--- src/rtl/regfile_sb_if.sv ---
// Register-file port bundle: write port, two read ports, allocation and debug read.
interface regfile_sb_if #(
  parameter int DATA_W = 8,
  parameter int ADDR_W = 3
);
  logic              we;
  logic [ADDR_W-1:0] waddr;
  logic [DATA_W-1:0] wdata;
  logic [ADDR_W-1:0] raddr1;
  logic [ADDR_W-1:0] raddr2;
  logic [DATA_W-1:0] rdata1;
  logic [DATA_W-1:0] rdata2;
  logic              alloc;
  logic [ADDR_W-1:0] alloc_addr;
  logic              busy1;
  logic              busy2;
  logic              busy_any;
  logic [ADDR_W-1:0] dbg_sel;
  logic [DATA_W-1:0] dbg_data;

  modport master (
    output we, waddr, wdata, raddr1, raddr2, alloc, alloc_addr, dbg_sel,
    input  rdata1, rdata2, busy1, busy2, busy_any, dbg_data
  );

  modport slave (
    input  we, waddr, wdata, raddr1, raddr2, alloc, alloc_addr, dbg_sel,
    output rdata1, rdata2, busy1, busy2, busy_any, dbg_data
  );
endinterface

--- src/rtl/regfile_sb.sv ---
// Parametrised register file with two combinational read ports, one synchronous
// write port, optional hard-wired zero register, write-to-read bypass and a
// per-register busy scoreboard for RAW hazard detection.
module regfile_sb #(
  parameter int DATA_W  = 8,
  parameter int ADDR_W  = 3,
  parameter int R0_ZERO = 0,
  parameter int BYPASS  = 1
) (
  input logic         clk,
  input logic         rst_n,
  regfile_sb_if.slave bus
);

  localparam int NREGS = 2 ** ADDR_W;

  logic [DATA_W-1:0] regs_q [NREGS];
  logic [DATA_W-1:0] regs_d [NREGS];
  logic [NREGS-1:0]  busy_q;
  logic [NREGS-1:0]  busy_d;

  logic hit1;
  logic hit2;
  logic alloc_hit1;
  logic alloc_hit2;

  // Reset image: register i holds i+1, except a hard-wired zero register.
  function automatic logic [DATA_W-1:0] reset_val(input int idx);
    if ((R0_ZERO != 0) && (idx == 0)) begin
      return '0;
    end
    return DATA_W'(idx + 1);
  endfunction

  // Next register contents: single write port, register 0 frozen when hard-wired.
  always_comb begin
    regs_d = regs_q;
    if (bus.we && !((R0_ZERO != 0) && (bus.waddr == '0))) begin
      regs_d[bus.waddr] = bus.wdata;
    end
  end

  // Next busy bits: a new allocation outranks a completing write to the same register.
  always_comb begin
    busy_d = busy_q;
    for (int i = 0; i < NREGS; i++) begin
      if (bus.alloc && (bus.alloc_addr == ADDR_W'(i))) begin
        busy_d[i] = 1'b1;
      end else if (bus.we && (bus.waddr == ADDR_W'(i))) begin
        busy_d[i] = 1'b0;
      end
    end
    if (R0_ZERO != 0) begin
      busy_d[0] = 1'b0;
    end
  end

  // State registers; reset drops pending allocations and in-flight writes at once.
  always_ff @(posedge clk or negedge rst_n) begin
    if (!rst_n) begin
      for (int i = 0; i < NREGS; i++) begin
        regs_q[i] <= reset_val(i);
      end
      busy_q <= '0;
    end else begin
      regs_q <= regs_d;
      busy_q <= busy_d;
    end
  end

  assign hit1       = (BYPASS != 0) && bus.we && (bus.waddr == bus.raddr1);
  assign hit2       = (BYPASS != 0) && bus.we && (bus.waddr == bus.raddr2);
  assign alloc_hit1 = bus.alloc && (bus.alloc_addr == bus.raddr1);
  assign alloc_hit2 = bus.alloc && (bus.alloc_addr == bus.raddr2);

  // Read ports: forwarded write data wins over the array, the zero register wins over both.
  always_comb begin
    bus.rdata1 = hit1 ? bus.wdata : regs_q[bus.raddr1];
    bus.rdata2 = hit2 ? bus.wdata : regs_q[bus.raddr2];
    if ((R0_ZERO != 0) && (bus.raddr1 == '0)) begin
      bus.rdata1 = '0;
    end
    if ((R0_ZERO != 0) && (bus.raddr2 == '0)) begin
      bus.rdata2 = '0;
    end
  end

  // Busy outputs: a forwarded write clears the hazard unless a new producer claims it this cycle.
  always_comb begin
    bus.busy1 = busy_q[bus.raddr1];
    bus.busy2 = busy_q[bus.raddr2];
    if (hit1 && !alloc_hit1) begin
      bus.busy1 = 1'b0;
    end
    if (hit2 && !alloc_hit2) begin
      bus.busy2 = 1'b0;
    end
  end

  // Drain indicator and raw debug view come from registered state only.
  always_comb begin
    bus.busy_any = |busy_q;
    bus.dbg_data = regs_q[bus.dbg_sel];
  end

endmodule

--- src/flat_wrapper.sv ---
// flat-port wrapper written by rule: the top's interface ports become plain ports
module regfile_sb_flat 
#(
  parameter int DATA_W  = 8,
  parameter int ADDR_W  = 3,
  parameter int R0_ZERO = 0,
  parameter int BYPASS  = 1
)
  (clk, rst_n, bus_we, bus_waddr, bus_wdata, bus_raddr1, bus_raddr2, bus_alloc, bus_alloc_addr, bus_dbg_sel, bus_rdata1, bus_rdata2, bus_busy1, bus_busy2, bus_busy_any, bus_dbg_data);
  regfile_sb_if #(.DATA_W(DATA_W), .ADDR_W(ADDR_W)) bus_i ();
  input logic clk;
  input logic rst_n;
  input wire logic [$bits(bus_i.we)-1:0] bus_we;
  input wire logic [$bits(bus_i.waddr)-1:0] bus_waddr;
  input wire logic [$bits(bus_i.wdata)-1:0] bus_wdata;
  input wire logic [$bits(bus_i.raddr1)-1:0] bus_raddr1;
  input wire logic [$bits(bus_i.raddr2)-1:0] bus_raddr2;
  input wire logic [$bits(bus_i.alloc)-1:0] bus_alloc;
  input wire logic [$bits(bus_i.alloc_addr)-1:0] bus_alloc_addr;
  input wire logic [$bits(bus_i.dbg_sel)-1:0] bus_dbg_sel;
  output wire logic [$bits(bus_i.rdata1)-1:0] bus_rdata1;
  output wire logic [$bits(bus_i.rdata2)-1:0] bus_rdata2;
  output wire logic [$bits(bus_i.busy1)-1:0] bus_busy1;
  output wire logic [$bits(bus_i.busy2)-1:0] bus_busy2;
  output wire logic [$bits(bus_i.busy_any)-1:0] bus_busy_any;
  output wire logic [$bits(bus_i.dbg_data)-1:0] bus_dbg_data;
  assign bus_i.we = bus_we;
  assign bus_i.waddr = bus_waddr;
  assign bus_i.wdata = bus_wdata;
  assign bus_i.raddr1 = bus_raddr1;
  assign bus_i.raddr2 = bus_raddr2;
  assign bus_i.alloc = bus_alloc;
  assign bus_i.alloc_addr = bus_alloc_addr;
  assign bus_i.dbg_sel = bus_dbg_sel;
  assign bus_rdata1 = bus_i.rdata1;
  assign bus_rdata2 = bus_i.rdata2;
  assign bus_busy1 = bus_i.busy1;
  assign bus_busy2 = bus_i.busy2;
  assign bus_busy_any = bus_i.busy_any;
  assign bus_dbg_data = bus_i.dbg_data;
  regfile_sb #(.DATA_W(DATA_W), .ADDR_W(ADDR_W), .R0_ZERO(R0_ZERO), .BYPASS(BYPASS)) u_core (.clk(clk), .rst_n(rst_n), .bus(bus_i));
endmodule
--- config.mk ---
export PLATFORM = sky130hd
export DESIGN_NAME = regfile_sb_flat
export DESIGN_NICKNAME = d
export VERILOG_FILES = /design/src/rtl/regfile_sb_if.sv /design/src/rtl/regfile_sb.sv /design/src/flat_wrapper.sv
export SDC_FILE = /design/constraint.sdc
export NUM_CORES = 1
export LEC_CHECK = 0
export ABC_AREA = 0
export BUFFER_PORTS_ARGS = -buffer_cell sky130_fd_sc_hd__buf_2
export CORE_MARGIN = 1
export CORE_UTILIZATION = 30
export DETAILED_ROUTE_END_ITERATION = 8
export PLACE_DENSITY = 0.49
export SETUP_SLACK_MARGIN = 0.02
export SYNTH_ARGS = -nofsm -noshare
export SYNTH_HDL_FRONTEND = slang
export SYNTH_SLANG_ARGS = --single-unit
--- constraint.sdc ---
create_clock -name clk -period 2.07 [get_ports clk]
set_input_delay 0.414 -clock clk [delete_from_list [all_inputs] [get_ports clk]]
set_output_delay 0.414 -clock clk [all_outputs]
set_load 0.01 [all_outputs]
# Word level (Yosys, flattened, before mapping)
# Cells that the tools add are included.
# word_totals
ff_bits	72
input_bits	27
output_inout_bits	27
word_cells	117
# op_classes
reduce_logical	36
bitwise	4
n_eq_ne	18
mux	36
n_lt_le_gt_ge	7
# op_table
operator	n
8-bit binary-select mux with 3-bit select	3
8-bit two-way mux	9
64-bit bitwise mux	1
8-bit demux with 3-bit select	1
3-bit == test, second input constant	8
1-bit logical AND	23
1-bit two-way mux	20
4-bit >= comparator, second input constant	4
3-bit NOT with 4-bit output	4
2-bit nonzero test	8
3-bit by 2-bit == test with 1-bit output, second input constant	4
3-bit == test	4
3-bit by 4-bit less-than comparator with 1-bit output, second input constant	2
8-bit OR reduction	1
1-bit binary-select mux with 3-bit select	2
3-bit by 1-bit == test with 1-bit output, second input constant	2
3-bit zero test	2
4-bit by 1-bit less-than comparator with 1-bit output, second input constant	1
1-bit zero test	2

# Logic depth before layout (Yosys ltp)
# Gate-level depths: netlist of the first run.
# logic_depth
depth_word	6
depth_mapped	4
mapped_depth_nobuf	3

# Worst setup path before layout of the first run
# Ideal clock, no wire load.
# synth_path
path_kind	input to output
from	input bus_dbg_sel[0]
to	output bus_dbg_data[0]
n_path_buf	2
arrival_ps	1749
required_time_ps	1656
stages	4
setup_slack_ps	-93
cell_sequence	buf_2 buf_2 mux4_2 mux2_2
# synth_between
elab_chain_len	4
# synth_rtl
item	line	rtl
from (decl)	flat_wrapper.sv:20	input wire logic [$bits(bus_i.dbg_sel)-1:0] bus_dbg_sel;
3-bit NOT with 4-bit output (implied by the code)	regfile_sb.sv:103	bus.dbg_data = regs_q[bus.dbg_sel];
8-bit binary-select mux with 3-bit select	regfile_sb.sv:103	
8-bit two-way mux (implied by the code) (2 in series)	regfile_sb.sv:103	
to (decl)	flat_wrapper.sv:26	output wire logic [$bits(bus_i.dbg_data)-1:0] bus_dbg_data;
# Every way passes these cells. The select of a mux whose other input is x is not followed.

# Worst setup path in the final report of the first run
# layout_path
from	register u_core.regs_q[0] (netlist bit)
to	output bus_rdata1[0]
# layout_between
elab_chain_len	4
# layout_rtl
item	line	rtl
from (decl)	regfile_sb.sv:17	logic [DATA_W-1:0] regs_q [NREGS];
from (signal, indexed assignment)	regfile_sb.sv:62	regs_q[i] <= reset_val(i);
from (signal assigned)	regfile_sb.sv:66	regs_q <= regs_d;
8-bit binary-select mux with 3-bit select	regfile_sb.sv:78	bus.rdata1 = hit1 ? bus.wdata : regs_q[bus.raddr1];
8-bit two-way mux (implied by the code) (2 in series)	regfile_sb.sv:78	
8-bit two-way mux	regfile_sb.sv:78	
to (decl)	flat_wrapper.sv:21	output wire logic [$bits(bus_i.rdata1)-1:0] bus_rdata1;
# Every way passes these cells. The select of a mux whose other input is x is not followed.

==> results of run 1 <==
[Yosys cell counts, drive strengths merged]
cell type,number
and4,2
buf,24
clkbuf,3
xnor2,12
o21ai,4
dfrtp,59
inv,4
nand2b,6
o32ai,2
mux4,52
o22ai,2
nand4,3
mux2,104
nand4b,3
nor4,2
o221a,2
nor3,2
dfstp,13
nand2,8
clkdlybuf4s15,2
nor3b,2
[power breakdown]
part           internal (µW)  total (µW)  switching [µW]
clock network            903        1500             600
logic                   1430        2130             699
registers               1760        2090             324
total                   4090        5720            1620
[final cells by class]
type                    instances  share of cell area, %
clock inverters                 3                 0.2300
multi-input cells             206                  45.02
repair buffers                121                  18.40
flip-flops and latches         72                  27.85
clock buffers                  13                  4.140
inverters                       4                 0.2300
well taps                     216                  4.140
[per-layer routing]
metal  global-route usage (%)  vias up  wire length, µm
li1                         -     1431                -
met1                    24.74     1743             6426
met2                    27.39      102             6536
met3                    4.153       23              713
met4                    6.829        0              322
met5                        0        -                0
[worst min-delay path by stage]
stage,startpoint,end,slack (ns),depth (start not counted)
after global routing,rst_n,u_core.regs_q[37],0.06,1
after detailed placement,rst_n,u_core.regs_q[53],0.41,1
after CTS,rst_n,u_core.regs_q[45],0.04,1
final,rst_n,u_core.regs_q[37],0.04,1
after floorplan,rst_n,u_core.busy_q[0],0.12,0
after global placement,rst_n,u_core.regs_q[53],0.41,1
[worst max-delay path: stages, from the launching register on]
cell and delay, ns:
dfrtp_1 0.42, mux4_2 0.49, mux2_4 0.27, mux2_4 0.27, buf_6 0.12
[kinds of logic (layout without fill, tap and decap cells)]
| logic type | after synthesis | count (layout) | synth area share (%) |
|---|---|---|---|
| compound gates | 10 | 10 | 1.461 |
| xor+xnor | 12 | 12 | 2.266 |
| buf+inv | 33 | 141 | 4.180 |
| flops | 72 | 72 | 36.59 |
| mux | 156 | 156 | 50.92 |
| simple gates | 28 | 28 | 4.584 |
[cell usage in the layout (no fill, tap or decap), drive strengths merged]
cell type,synthesis,layout
o32ai,2,2
nor3b,2,2
clkinv,0,3
nand2,8,8
nand4,3,3
nor3,2,2
nand2b,6,6
and4,2,2
dfrtp,59,59
mux4,52,52
inv,4,4
clkbuf,3,13
buf,24,121
nor4,2,2
o21ai,4,4
xnor2,12,12
mux2,104,104
o22ai,2,2
dfstp,13,13
nand4b,3,3
o221a,2,2
[through the flow]
| step | power (µW) | cells | hold WS, ns | TNS (ns) |
|---|---|---|---|---|
| final | 5716 | 635 | 0.03903 | -4.543 |
| after global placement | 3639 | 594 | 0.4080 | -4.626 |
| after floorplan | 3114 | 311 | 0.1184 | 0 |
| after global routing | 6006 | 635 | 0.06123 | -5.650 |
| after CTS | 5712 | 632 | 0.04165 | -4.759 |
| after detailed placement | 3678 | 594 | 0.4115 | -4.889 |
[timing repair]
item / 4_1_cts / 5_1_grt
gates resized for setup: 104 / 11
hold endpoints to repair: 0 / 0
buffers inserted: 20 / 6
endpoints found under the setup margin: 26 / 26
gates cloned: 2 / 0
pin swaps: 3 / 0
[sequential cells by signal, summed over array words and instances (netlist names)]
signal,flops
u_core.busy_q,8
u_core.regs_q,64
==> impl_metrics.py, run 1 <==
metrics = {
    "run_status": {
        "status": "finished, violations left",
        "failed_checks": "setup timing",
    },
    "placed_design": {
        "io_buffers": 53,
        "place.gp.congestion": 0.7639,
        "hpwl_um": 9820,
        "place_ws_ns": -0.3106,
        "place_area_um2": 5784,
    },
    "worst_setup_path": {
        "worstPathMaxFanout": 4,
        "reg2reg_slack_ns": 1.12,
        "crit_type": "flip-flop to output port",
        "crit_end": "bus_rdata1[0]",
        "crit_arrival_ns": 1.91,
        "worstRegToRegCells": 2,
        "cp_data_required_time_ns": 1.66,
        "r2r_start": "u_core.regs_q[2]",
        "critPathLaunchType": "flip-flop",
        "r2r-end": "u_core.regs_q[2]",
        "endpoint_kind": "output port",
        "crit_path_start": "u_core.regs_q[0]",
    },
    "drt": {
        "ant_nets": 0,
        "drt_pass1_iterations": 4,
        "drt-initial-drc-count": 253,
        "wl_per_cell_um": 22.05,
        "drc": 0,
        "viasPerCell": 5.195,
        "vias": 3299,
        "wirelength_um": 14000,
    },
    "clock_tree": {
        "ctsRootBufferMaster": "clkbuf_16",
        "clock_path_buffers": 2,
        "htreeDepth": 3,
        "postCtsHoldBufs": 0,
        "clock_sinks": 72,
        "numCtsBuffers": 9,
        "tritoncts": "done",
        "path_clk_slew_ns": 0.06,
        "insertion_delay_ns": 0.35,
    },
    "pwr": {
        "p_leak_uw": 0.002798,
        "ir_worst_vdd_uv": 351.6,
        "powerDensity_nw_per_um2": 875.5,
    },
    "sta": {
        "period_needed_ns": 2.324,
        "tightest_slew_ns": 0.5207,
        "fmax_ghz": 0.4303,
        "finalClockSkew_ns": 0,
        "finalHoldViolCount": 0,
        "slew_viol_final": 0,
        "setup_viol": 24,
        "maxSlewHeadroom_pct": 65.29,
        "layout_setup_ws_ns": -0.2539,
        "timing.final.crit_share_pct": 112.3,
        "rsz0062_at_grt": "true",
    },
    "layout": {
        "area_growth_syn_to_layout_pct": 31.40,
        "multi_input_area_um2": 2939,
        "nets": 441,
        "stdcell_area_um2": 6529,
        "post-route-util_pct": 40.80,
        "n_fill_cell": 1515,
        "regArea_um2": 1818,
        "n_antenna_cell": 0,
        "drive_gt1_share_pct": 59.90,
    },
    "yosys": {
        "yosys.area.top_type": "dfrtp_1",
        "ys_seq_area_share_pct": 36.59,
        "netlist_area_um2": 4969,
        "yosys_warnings": 0,
        "synth_nets": 338,
        "syn_avg_cell_area_um2": 15.98,
        "ys_types": 32,
        "syn_inst": 311,
        "ys_seq_elements": 72,
        "synth_area_leaders": "dfrtp_1 (30%), mux4_1 (18%), mux2_1 (15%)",
        "synth_top_area_share_pct": 29.72,
    },
    "global_routing": {
        "antenna_found_initial": 0,
        "grt_pass1_vias": 3463,
        "grt_start_max_net_pins": 31,
        "grt.overflow.total": 0,
        "grt_pass1_wl_um": 21720,
        "grt_util_all_layers_pct": 17.93,
    },
    "floorplan": {
        "die_area_um2": 17080,
        "initial_core_util_pct": 31.05,
        "rows": 46,
        "die_x_um": 130.7,
        "io_pins": 54,
        "coreArea_um2": 16000,
        "die_h_um": 130.7,
    },
    "worst_hold_path": {
        "hold_class": "input port to async pin",
    },
    "flow_run": {
        "max_cap_viol_count": 0,
    },
}
No activity file was read; power rests on OpenSTA's default activity.
==> run 2: changes to the inputs <==
--- a/config.mk
+++ b/config.mk
@@ -10,7 +10,7 @@
 export CORE_MARGIN = 1
 export CORE_UTILIZATION = 30
 export DETAILED_ROUTE_END_ITERATION = 8
-export PLACE_DENSITY = 0.49
+export PLACE_DENSITY = 0.47
 export SETUP_SLACK_MARGIN = 0.02
 export SYNTH_ARGS = -nofsm -noshare
 export SYNTH_HDL_FRONTEND = slang
==> constraint.sdc (replaced) <==
create_clock -name clk -period 2.2 [get_ports clk]
set_input_delay 0.66 -clock clk [delete_from_list [all_inputs] [get_ports clk]]
set_output_delay 0.66 -clock clk [all_outputs]
set_load 0.01 [all_outputs]
==> run 2 against run 1 <==
Against the previous run: the flow still finishes with violations (setup timing); cell area rose by 1.0%; clock-buffer cell count shrank 2; final cell count fell by 2.0%; total power is 2.9% lower; sequential power fell by 7%; global-route usage decreased by 0.59 points; hold slack better by 0.27 ns; via count is 4.1% lower; die area stayed put; clock skew did not move; flip-flop and latch count stayed put; wire length shrank 2.8%; critical path type is now input port to output port; largest cell class unchanged; largest power group is now sequential cells.
==> impl_metrics.py, run 2 (synthesis results as in run 1) <==
metrics = {
    "run_status": {
        "status": "finished, violations left",
        "failed_checks": "setup timing",
    },
    "worst_setup_path": {
        "cp_data_required_time_ns": 1.54,
        "crit_type": "input port to output port",
        "worstPathMaxFanout": 7,
        "r2r_start": "u_core.regs_q[16]",
        "cp_top_family": "multiplexers",
        "crit_arrival_ns": 2.08,
        "critPathSlowestCell": "mux4_2",
        "crit_chain": "buf_12 > buf_12 > mux4_2 > mux2_4 > mux2_4 > buf_6",
        "max_stage_delay_ns": 0.51,
        "reg2reg_slack_ns": 1.27,
        "critPathLaunchType": "input port",
        "endpoint_kind": "output port",
        "crit_buf_inv": 3,
        "crit_end": "bus_rdata2[2]",
        "r2r-end": "u_core.regs_q[16]",
        "worstRegToRegCells": 2,
        "crit_path_start": "bus_raddr2[0]",
        "crit_cells": 6,
    },
    "global_routing": {
        "grt_pass1_wl_um": 20840,
        "grt_start_max_net_pins": 37,
        "antenna_found_initial": 0,
        "grt_pass1_vias": 3380,
        "grt_util_all_layers_pct": 17.34,
        "grt.overflow.total": 0,
    },
    "layout": {
        "largest_reg_flops": 64,
        "regMostFlops": "u_core.regs_q",
        "area_growth_syn_to_layout_pct": 32.71,
        "final_cells": 622,
        "stdcell_area_um2": 6594,
        "drive_gt1_share_pct": 59.11,
        "n_fill_cell": 1495,
        "largest_registers": "u_core.regs_q x64, u_core.busy_q x8",
        "nets": 428,
        "n_antenna_cell": 0,
        "final_common_cell": "mux2_1",
        "final_cell_mix": "mux2_1 (64), dfrtp_1 (59), mux4_2 (51)",
    },
    "clock_tree": {
        "numCtsBuffers": 9,
        "ctsRootBufferMaster": "clkbuf_16",
        "htreeDepth": 3,
        "clock_sinks": 72,
        "path_clk_slew_ns": 0.06,
        "clock_path_buffers": 2,
        "postCtsHoldBufs": 0,
        "insertion_delay_ns": 0.34,
        "tritoncts": "done",
    },
    "drt": {
        "drt_pass1_iterations": 4,
        "wirelength_um": 13600,
        "ant_nets": 0,
        "vias": 3165,
        "viasPerCell": 5.088,
        "drt-initial-drc-count": 122,
        "wl_per_cell_um": 21.87,
        "drc": 0,
    },
    "pwr": {
        "p_leak_uw": 0.002794,
        "ir_worst_vdd_uv": 399.0,
        "powerDensity_nw_per_um2": 841.7,
    },
    "sta": {
        "rsz0062_at_grt": "true",
        "maxSlewHeadroom_pct": 62.98,
        "fmax_ghz": 0.3656,
        "period_needed_ns": 2.735,
        "timing.final.crit_share_pct": 124.3,
        "layout_setup_ws_ns": -0.5351,
        "finalHoldViolCount": 0,
        "finalClockSkew_ns": 0,
        "setup_viol": 26,
        "tightest_slew_ns": 0.5553,
        "slew_viol_final": 0,
    },
    "worst_hold_path": {
        "hold_class": "input port to async pin",
    },
    "placed_design": {
        "place.detailed.instances": 603,
        "place.gp.congestion": 0.7485,
        "hpwl_um": 9925,
        "place_ws_ns": -0.6374,
        "place_area_um2": 5888,
        "io_buffers": 53,
    },
    "floorplan": {
        "coreArea_um2": 16000,
        "die_h_um": 130.7,
        "die_area_um2": 17080,
        "initial_core_util_pct": 31.05,
        "io_pins": 54,
        "die_x_um": 130.7,
        "rows": 46,
    },
    "flow_run": {
        "max_cap_viol_count": 0,
    },
}
==> run 2: worst min-delay path by stage <==
stage	startpoint	to	slack, ns	depth (start not counted)
6_report	rst_n	u_core.regs_q[60]	0.30	1
5_1_grt	rst_n	u_core.regs_q[63]	0.33	1
4_1_cts	rst_n	u_core.regs_q[60]	0.31	1
3_5_place_dp	u_core.regs_q[43]	u_core.regs_q[43]	0.52	1
3_3_place_gp	u_core.regs_q[44]	u_core.regs_q[44]	0.52	1
2_1_floorplan	rst_n	u_core.busy_q[0]	0.36	0
==> run 2: layout make-up <==
type / count / area [µm²] / share of cell area, %
clock buffers: 11 / 252.7 / 3.833
inverters: 4 / 15.01 / 0.2277
multi-input cells: 206 / 2974 / 45.10
repair buffers: 108 / 1161 / 17.61
well taps: 216 / 270.3 / 4.099
flip-flops and latches: 72 / 1818 / 27.57
clock inverters: 5 / 102.6 / 1.556
==> run 2: what timing repair did <==
item / CTS / global route
cloned: 1 / 0
buffers inserted: 2 / 0
setup endpoints to repair: 26 / 26
resized for setup: 61 / 3
pin swaps: 3 / 1
==> run 2: worst reg2reg max path: cells and delay by family, from the launching register on <==
family	cells	cell delay (ns)
multiplexers	1	0.29
flip-flops	1	0.39
buffers and inverters	1	0.14
==> run 2: per-stage QoR <==
step | total power, µW | hold WS, ns | setup TNS, ns | utilization [%]
final | 5550 | 0.3041 | -10.80 | 41.21
after global routing | 5817 | 0.3280 | -11.71 | 41.21
after CTS | 5614 | 0.3105 | -11.16 | 41.13
after detailed placement | 3567 | 0.5218 | -13.55 | 36.80
after global placement | 3531 | 0.5157 | -13.48 | 36.80
after floorplan | 3024 | 0.3644 | -4.982 | -
==> run 2: power by group <==
| group | internal, µW | switching (µW) | total [µW] |
|---|---|---|---|
| Sequential | 1660 | 281 | 1940 |
| Combinational | 1240 | 622 | 1870 |
| Clock | 1170 | 579 | 1750 |
| Total | 4070 | 1480 | 5550 |
==> run 2: metal layers <==
metal  vias up  routed length, µm  track usage (%)
li1       1418                  -                -
met1      1653               6140            23.36
met2        77               6784            28.17
met3        17                429            2.769
met4         0                249            6.491
met5         -                  0                0
==> run 3: changes to the inputs <==
--- a/config.mk
+++ b/config.mk
@@ -6,11 +6,12 @@
 export NUM_CORES = 1
 export LEC_CHECK = 0
 export ABC_AREA = 0
+export ABC_CLOCK_PERIOD_IN_PS = 2300
 export BUFFER_PORTS_ARGS = -buffer_cell sky130_fd_sc_hd__buf_2
 export CORE_MARGIN = 1
 export CORE_UTILIZATION = 30
 export DETAILED_ROUTE_END_ITERATION = 8
-export PLACE_DENSITY = 0.47
+export PLACE_DENSITY = 0.49
 export SETUP_SLACK_MARGIN = 0.02
 export SYNTH_ARGS = -nofsm -noshare
 export SYNTH_HDL_FRONTEND = slang
==> constraint.sdc (replaced) <==
create_clock -name clk -period 2.3 [get_ports clk]
set_input_delay 0.115 -clock clk [delete_from_list [all_inputs] [get_ports clk]]
set_output_delay 0.115 -clock clk [all_outputs]
set_load 0.01 [all_outputs]
==> run 3 against run 2 <==
Against the previous run: the flow now finishes without violations; total power decreased by 11%; critical path depth decreased by 2; first-iteration DRC count grew 14%; sequential share of layout area rose by 3.4 points; register-to-register slack improved by 0.19 ns; clock-buffer cell count shrank 1; largest power group unchanged.
==> impl_metrics.py, run 3 (synthesis results as in run 1) <==
metrics = {
    "sta": {
        "hold_slack_ns": 0.1113,
        "fmax_ghz": 0.4890,
        "maxSlewHeadroom_pct": 61.78,
        "setup_viol": 0,
        "timing.final.crit_share_pct": 88.92,
        "finalClockSkew_ns": 0,
        "finalHoldViolCount": 0,
        "period_needed_ns": 2.045,
        "tns_ns": 0,
        "tightest_slew_ns": 0.5733,
        "rsz0062_at_grt": "false",
        "slew_viol_final": 0,
    },
    "layout": {
        "final_common_cell": "mux2_1",
        "largest_reg_flops": 64,
        "n_antenna_cell": 0,
        "regMostFlops": "u_core.regs_q",
        "drive_gt1_share_pct": 44.59,
        "largest_registers": "u_core.regs_q x64, u_core.busy_q x8",
        "area_growth_syn_to_layout_pct": 18.26,
        "nets": 392,
        "final_cell_mix": "mux2_1 (64), dfrtp_1 (59), buf_2 (53)",
        "post-route-util_pct": 36.72,
    },
    "worst_setup_path": {
        "crit_arrival_ns": 1.93,
        "worstPathMaxFanout": 4,
        "max_stage_delay_ns": 0.51,
        "worstRegToRegCells": 1,
        "crit_type": "flip-flop to output port",
        "crit_chain": "mux4_1 > mux2_2 > mux2_4 > buf_2",
        "critPathSlowestCell": "mux4_1",
        "reg2reg_slack_ns": 1.46,
        "endpoint_kind": "output port",
        "cp_data_required_time_ns": 2.18,
        "critPathLaunchType": "flip-flop",
        "r2r-end": "u_core.regs_q[7]",
        "r2r_start": "u_core.regs_q[7]",
    },
    "drt": {
        "drt-initial-drc-count": 139,
        "drt_pass1_iterations": 4,
        "drc": 0,
        "viasPerCell": 5.324,
        "ant_nets": 0,
        "wirelength_um": 12950,
        "vias": 3120,
        "wl_per_cell_um": 22.10,
    },
    "floorplan": {
        "io_pins": 54,
        "rows": 46,
        "die_x_um": 130.7,
        "die_h_um": 130.7,
        "die_area_um2": 17080,
        "initial_core_util_pct": 31.05,
        "coreArea_um2": 16000,
    },
    "clock_tree": {
        "ctsRootBufferMaster": "clkbuf_16",
        "clock_sinks": 72,
        "insertion_delay_ns": 0.33,
        "path_clk_slew_ns": 0.06,
        "clock_path_buffers": 2,
        "htreeDepth": 3,
        "tritoncts": "done",
        "numCtsBuffers": 9,
    },
    "pwr": {
        "powerDensity_nw_per_um2": 840.3,
        "ir_worst_vdd_uv": 407.0,
        "p_leak_uw": 0.002511,
        "power_uw": 4937,
    },
    "global_routing": {
        "grt_util_all_layers_pct": 16.33,
        "antenna_found_initial": 0,
        "grt_start_max_net_pins": 73,
        "grt_pass1_vias": 3225,
        "grt_pass1_wl_um": 19870,
        "grt.overflow.total": 0,
    },
    "flow_run": {
        "max_cap_viol_count": 0,
    },
    "worst_hold_path": {
        "hold_class": "input port to flip-flop",
        "worst_hold_startpoint": "bus_alloc_addr[0]",
        "min_path_cells": 2,
        "whs_endpoint": "u_core.busy_q[0]",
    },
    "run_status": {
        "status": "finished clean",
    },
    "placed_design": {
        "place.gp.congestion": 0.7522,
        "hpwl_um": 8570,
        "io_buffers": 53,
    },
}
==> run 3: metrics by stage <==
| step | std cells | instance area, µm² | worst slack [ns] |
|---|---|---|---|
| floorplan | 311 | 4969 | 0.7353 |
| global placement | 569 | 5497 | 0.4651 |
| detailed placement | 569 | 5497 | 0.4383 |
| CTS | 586 | 5876 | 0.2464 |
| global route | 586 | 5876 | 0.1709 |
| finish | 586 | 5876 | 0.2548 |
==> run 3: report_power, final <==
group / total [µW] / internal (µW) / switching (µW)
clock: 1720 / 1190 / 524
sequential: 1850 / 1580 / 269
combinational: 1370 / 858 / 507
==> run 3: worst max-delay path by stage <==
stage / start / endpoint / slack [ns]
after floorplan: bus_dbg_sel[0] / bus_dbg_data[0] / 0.74
after global placement: bus_raddr2[0] / bus_rdata2[1] / 0.47
after detailed placement: bus_raddr2[0] / bus_rdata2[1] / 0.44
after CTS: u_core.regs_q[48] / bus_rdata1[0] / 0.25
after global routing: u_core.regs_q[48] / bus_rdata1[0] / 0.17
final: u_core.regs_q[48] / bus_rdata1[0] / 0.25
==> run 3: area by class of cell <==
| type | count | area [µm²] |
|---|---|---|
| Inverter | 4 | 15.01 |
| Multi-Input combinational cell | 206 | 2943 |
| Fill cell | 1568 | 10120 |
| Tap cell | 216 | 270.3 |
| Clock inverter | 6 | 130.1 |
| Sequential cell | 72 | 1818 |
| Timing Repair Buffer | 72 | 460.4 |
| Clock buffer | 10 | 239.0 |
==> run 3: timing repair <==
| item | 4_1_cts | 5_1_grt |
|---|---|---|
| hold buffers | 1 | 0 |
| gates resized for setup | 0 | 0 |
| buffers inserted | 0 | 0 |
| hold endpoints to repair | 59 | 0 |
==> run 3: metal layers <==
layer	vias up	track usage, %	routed length, µm
li1	1365	-	-
met3	11	2.443	555
met5	-	0	0
met4	0	4.530	138
met1	1660	22.19	5930
met2	84	27.17	6327
==> run 3: critical path: cells and delay by family (launching register included) <==
kind / cells / cell delay [ns]
muxes: 3 / 1.06
DFF: 1 / 0.41
buffers and inverters: 1 / 0.14
